$ cat src/rtl/cdc_hs_pkg.sv
// cdc_hs_pkg: shared types and constants for the req/ack source controller
package cdc_hs_pkg;

    typedef enum logic [1:0] {IDLE, REQ, ACK} hs_state_t;

    localparam int DEF_TIMEOUT = 1024;

    // Width needed to hold 0..t; a disabled or tiny timeout still gets one bit.
    function automatic int cnt_width(input int t);
        return (t <= 1) ? 1 : $clog2(t + 1);
    endfunction

endpackage

$ cat src/rtl/sync_2ff.sv
// sync_2ff: two-flop synchronizer for a single asynchronous bit
module sync_2ff (
    input  logic clk,
    input  logic rst,
    input  logic d,
    output logic q
);

    logic meta;

    // First flop may go metastable; second gives it a cycle to settle.
    always_ff @(posedge clk) begin
        if (rst) begin
            meta <= 1'b0;
            q    <= 1'b0;
        end else begin
            meta <= d;
            q    <= meta;
        end
    end

endmodule

$ cat src/rtl/cdc_handshake_tx.sv
// cdc_handshake_tx: source side of a four-phase req/ack word transfer
module cdc_handshake_tx
    import cdc_hs_pkg::*;
#(
    parameter int WIDTH   = 8,
    parameter int TIMEOUT = DEF_TIMEOUT,
    parameter int CNT_W   = 16
) (
    input  logic             clk,
    input  logic             rst,
    input  logic             s_valid,
    output logic             s_ready,
    input  logic [WIDTH-1:0] s_data,
    output logic             x_req,
    output logic [WIDTH-1:0] x_data,
    input  logic             x_ack_async,
    output logic             done,
    output logic             err,
    output logic [CNT_W-1:0] xfer_count
);

    localparam int TW = cnt_width(TIMEOUT);
    localparam int TMAX = (TIMEOUT == 0) ? 0 : TIMEOUT - 1;
    localparam logic [TW-1:0] TLAST = TW'(TMAX);

    hs_state_t     state;
    logic [TW-1:0] tcnt;
    logic          timed_out;
    logic          ack_s;

    sync_2ff u_ack_sync (
        .clk (clk),
        .rst (rst),
        .d   (x_ack_async),
        .q   (ack_s)
    );

    assign s_ready = (state == IDLE) && !rst;

    // Handshake sequencer: accept in IDLE, hold req until ack or timeout, then wait for ack release.
    always_ff @(posedge clk) begin
        if (rst) begin
            state      <= IDLE;
            x_req      <= 1'b0;
            x_data     <= '0;
            done       <= 1'b0;
            err        <= 1'b0;
            xfer_count <= '0;
            tcnt       <= '0;
            timed_out  <= 1'b0;
        end else begin
            done <= 1'b0;
            case (state)
                IDLE: begin
                    if (s_valid && s_ready) begin
                        x_data    <= s_data;
                        x_req     <= 1'b1;
                        tcnt      <= '0;
                        timed_out <= 1'b0;
                        state     <= REQ;
                    end
                end
                REQ: begin
                    if (ack_s) begin
                        x_req <= 1'b0;
                        tcnt  <= '0;
                        state <= ACK;
                    end else if (TIMEOUT != 0 && tcnt == TLAST) begin
                        x_req     <= 1'b0;
                        err       <= 1'b1;
                        tcnt      <= '0;
                        timed_out <= 1'b1;
                        state     <= ACK;
                    end else begin
                        tcnt <= tcnt + 1'b1;
                    end
                end
                ACK: begin
                    if (!ack_s) begin
                        state <= IDLE;
                        if (!timed_out) begin
                            done       <= 1'b1;
                            xfer_count <= xfer_count + 1'b1;
                        end
                    end
                end
                default: state <= IDLE;
            endcase
        end
    end

endmodule

$ cat config.mk
export PLATFORM = sky130hd
export DESIGN_NAME = cdc_handshake_tx
export DESIGN_NICKNAME = d
export VERILOG_FILES = /design/src/rtl/cdc_hs_pkg.sv /design/src/rtl/sync_2ff.sv /design/src/rtl/cdc_handshake_tx.sv
export SDC_FILE = /design/constraint.sdc
export NUM_CORES = 1
export LEC_CHECK = 0
export BUFFER_PORTS_ARGS = -buffer_cell sky130_fd_sc_hd__buf_2
export CORE_UTILIZATION = 40
export DETAILED_ROUTE_END_ITERATION = 8
export PLACE_DENSITY_LB_ADDON = 0.15
export SLEW_MARGIN = 20
export SYNTH_ARGS = -nofsm -noshare
export SYNTH_HDL_FRONTEND = slang
export SYNTH_HIERARCHICAL = 1
export SYNTH_SLANG_ARGS = --single-unit
$ cat constraint.sdc
create_clock -name clk -period 2.2 [get_ports clk]
set_input_delay 0 -clock clk [delete_from_list [all_inputs] [get_ports clk]]
set_output_delay 0 -clock clk [all_outputs]
set_load 0.01 [all_outputs]
# After elaboration in Yosys (flattened, before gate mapping)
# Cells that the tools add are included.
# Widths: inputs -> output; s select.
[word_totals] reg_bits=43 elab_cells=54
[classes] bitwise=3 n_addsub=2 eq_ne=8 reduce_logical=13 muxes=18
[ops] operator="$mux 11" n=3
[ops] operator="$pmux 11 s2" n=1
[ops] operator="$add 16x1->16 const B" n=1
[ops] operator="$reduce_and 3->1" n=4
[ops] operator="$add 11x1->11 const B" n=1
[ops] operator="$eq 11x10->1 const B" n=1
[ops] operator="$mux 2" n=4
[ops] operator="$mux 1" n=7
[ops] operator="$ne 2x2->1 const B" n=3
[ops] operator="$pmux 2 s3" n=1
[ops] operator="$pmux 1 s2" n=2
[ops] operator="$reduce_and 2->1" n=2
[ops] operator="$reduce_and 4->1" n=1
[ops] operator="$ne 3x2->1 const B" n=1
[ops] operator="$not 1->1" n=3
[ops] operator="$reduce_or 3->1" n=1
[ops] operator="$eq 2x1->1 const B" n=1
[ops] operator="$eq 2x2->1 const B" n=1
[ops] operator="$logic_and 1x1->1" n=2
[ops] operator="$logic_not 2->1" n=1
[ops] operator="$ne 2x1->1 const B" n=1
[ops] operator="$reduce_bool 2->1" n=1
[ops] operator="$logic_not 1->1" n=1

# Logic depth before layout (Yosys ltp)
[logic_depth] depth_word=5 ltp_mapped=7 depth_no_buf=5

# Cells and area by module
# The synthesis kept the hierarchy.
[modules_own_cells] mod="cdc_handshake_tx" n_inst=1 cells_each=213 area_per_inst_um2=1830.5
[modules_own_cells] mod="sync_2ff" n_inst=1 cells_each=4 area_per_inst_um2=52.6

# Least setup slack after synthesis
# No wires, ideal clock.
[synth_timing] path_kind="flip-flop to flip-flop" startpoint="reg state[0]" endpoint="reg xfer_count[15]" period_less_slack_ns=1.922 slack_ns=0.278 path_buffers=2 required_time_ns=2.079 stages_incl_launch_ff=7 setup_ns=0.121 arrival_time_ns=1.800 cell_sequence="dfxtp_1 > buf_6 > or4b_1 > buf_2 > nor4_4 > nand3_1 > mux2_4"
[synth_between] elab_chain_cells=2
[synth_lines] item="start: declaration" line="cdc_handshake_tx.sv:26" text="hs_state_t state;"
[synth_lines] item="start signal: assignment" line="cdc_handshake_tx.sv:43" text="state <= IDLE;"
[synth_lines] item="start signal: assignment" line="cdc_handshake_tx.sv:60" text="state <= REQ;"
[synth_lines] item="start signal: assignment" line="cdc_handshake_tx.sv:67" text="state <= ACK;"
[synth_lines] item="$eq 2x2->1" line="cdc_handshake_tx.sv:53" text="case (state)"
[synth_lines] item="$reduce_and 3->1 (no source line)"
[synth_lines] item="end signal: assignment" line="cdc_handshake_tx.sv:83" text="xfer_count <= xfer_count + 1'b1;"
[synth_lines] item="end: declaration" line="cdc_handshake_tx.sv:19" text="output logic [CNT_W-1:0] xfer_count"
# No other way between the ends.
# A chain may end at the register's enable or synchronous reset.

# Final worst setup path
[layout_timing] startpoint="reg state[1]" endpoint="reg xfer_count[15]"
# The elaborated chain is that of the path after synthesis.

==> qor.csv <==
metric,value,unit
CTS Buffer Depth,2,
GRT Total Usage,17.0,%
routing usage on met1,22.2,%
failing checks,DRC,
hold path start,s_valid,
Final Wtd Congestion,0.783,
synthesized area,1880,µm²
worst hold stages,3,
# setup viols final,0,
Post-Place Worst Slack,0.170,ns
RSZ-0062 raised after global routing,no,
Worst Hold Path EP,x_req,
Post-Syn Area per Cell,8.68,µm²
"antenna viol nets, final",0,
drt pass-1 iters,6,
IO Count,40,
Mapped Nets,231,
die width,70.6,µm
"most common cell after layout, fill and taps aside",dfxtp_1,
Final Util,51.7,%
ANT cells,0,
layout cells sized above 1,20.6,%
worst-margin pin slew,0.620,ns
Total Routed Length,3870,µm
Worst-path clk slew,0.07,ns
Ys Warns,6,
CP endpoint kind,flip-flop,
RR Startpoint,state[1],
Post-CTS Setup Bufs,0,
Reg-to-Reg End,xfer_count[15],
Power Density,625,nW/µm²
register area share after synthesis,45.7,%
Final Non-Filler Cells,319,
Hold Path Class,input pin to flip-flop,
Syn-to-layout area delta,22.1,%
clk_skew,0.00375,ns
Async SR Flop Fraction,0,%
kind of critical path,flip-flop to flip-flop,
Cells after Synth,217,
vias per inst,5.10,
CTS tree,done,
iteration-0 DRC count of the detailed router,79,
antenna violations before repair,0,
H-tree lvl count,2,
outcome,finished with violations,
clk_lat worst skew,0.29,ns
fin nets,282,
via count,1626,
CP Max Fanout,9,
post-synthesis register bit count,43,
Placed Area,2140,µm²
setup tns final,0,ns
clock buffer count from CTS,5,
global-route wire length before repair,6670,µm
max_cap viols,0,
Final Hold Viols,0,
met2 usage in global routing,27.2,%
Leak,0.938,nW
Port Buffer Count,39,
placed wire-length estimate,2670,µm
Cell Count Post-Placement,304,
relative slew slack,58.6,%
Synth area leaders,"dfxtp_1 (46%), nand2_1 (5.6%), xnor2_1 (4.7%)",
GR Util met3,3.99,%
number of global-route vias before repair,1481,
grt ovf,0,
WP data arrival,2.21,ns
highest-count cells in the layout ignoring fill and taps,"dfxtp_1 (43), buf_2 (39), nand2_1 (28)",
Synth top area share,45.7,%
Rows,24,
Synth cell types,41,
global route hottest layer,met2,
Synth Flop Type,dfxtp_1,
fmax,0.493,GHz
# resized after CTS,0,
R2R Setup Slk,0.17,ns
largest net degree at the start of global routing,33,
Hold Slack,0.0240,ns
number of remaining DRC errors,6,
Final Instance Area,2300,µm²
root buf cell,clkbuf_8,
fin worst setup slack,0.172,ns
VDD IR max,0.000368,V
clock sinks,43,
total die area,4990,µm²
Initial Util,42.4,%
post-synth top area cell,dfxtp_1,
"Req. time, crit path",2.38,ns
"EDFF count, synth",0,
period utilisation layout,92.2,%
Final Total Pwr,1.44,mW
CORE AREA,4440,µm²
Vert. Die Dim,70.6,µm
"Min Clock Period, post-route",2.03,ns
Routed WL per cell,12.1,µm
Worst R2R Path Depth,4,
"Slew Viols, Final",0,
Worst Setup Start Kind,flip-flop,
==> kinds of logic (layout without fill, tap and decap cells) <==
logic type | after synthesis | after routing | share of synthesized area (%)
buffers and inverters | 16 | 66 | 3.72
multiplexers | 4 | 4 | 2.59
AND/OR/NAND/NOR | 103 | 103 | 28.8
XOR/XNOR | 16 | 16 | 7.44
adder cells (fa/ha/maj) | 2 | 2 | 1.33
AO/OA/AOI/OAI | 33 | 33 | 10.4
flip-flops | 43 | 43 | 45.7
==> worst max path at each step <==
stage,startpoint,endpoint,slack [ns],depth (start not counted)
after global placement,state[1],xfer_count[15],0.23,4
after floorplan,state[0],xfer_count[15],0.28,6
after CTS,state[1],xfer_count[15],0.16,4
after detailed placement,state[1],xfer_count[15],0.17,4
final,state[1],xfer_count[15],0.17,4
after global routing,state[1],xfer_count[13],0.06,4
==> cells in the mapped netlist (all sizes together) (2+ instances only) <==
cell type	n
and4	3
xor2	6
nand3	12
ha	2
a21oi	10
and3	3
nor2	22
o21ai	12
buf	2
and2	4
nor3	4
inv	7
dfxtp	43
clkbuf	7
nor2b	8
nor3b	2
a2111oi	2
or3	2
nand4	7
mux2	4
xnor2	10
a211oi	4
nand2	28
==> power breakdown <==
| part | total, mW | switching (mW) | internal [mW] | leakage (nW) |
|---|---|---|---|---|
| Clock | 0.456 | 0.244 | 0.212 | 0.0371 |
| Sequential | 0.823 | 0.0188 | 0.804 | 0.349 |
| Combinational | 0.158 | 0.0890 | 0.0694 | 0.552 |
| Total | 1.44 | 0.352 | 1.09 | 0.938 |
==> critical path, cell delays in order (launching register included) <==
cell     delay [ns]
dfxtp_1        0.48
or4b_1         0.61
nor4_4         0.38
nand3_1        0.15
mux2_4         0.31
==> state kept, by name, summed over array words and instances, names as in the netlist <==
signal,count
tcnt,11
done,1
err,1
state,2
xfer_count,16
u_ack_sync/meta,1
u_ack_sync/q,1
x_req,1
timed_out,1
x_data,8
==> timing repair <==
action,in CTS,in global routing
setup endpoints to repair,0,0
hold buffers,9,0
endpoints found under the hold margin,9,0
==> layer usage <==
metal  part of all wire [%]  routed length [µm]
met1                     49                1900
met2                     46                1770
met4                    1.3                  51
met3                    3.8                 146
met5                      0                   0
==> layout make-up <==
type	instances	area, µm²
repair buffers	53	323
well taps	52	65.1
multi-input cells	158	952
fillers	449	2140
flip-flops and latches	43	861
clock buffers	6	72.6
inverters	7	26.3
No activity file was read; power rests on OpenSTA's default activity.
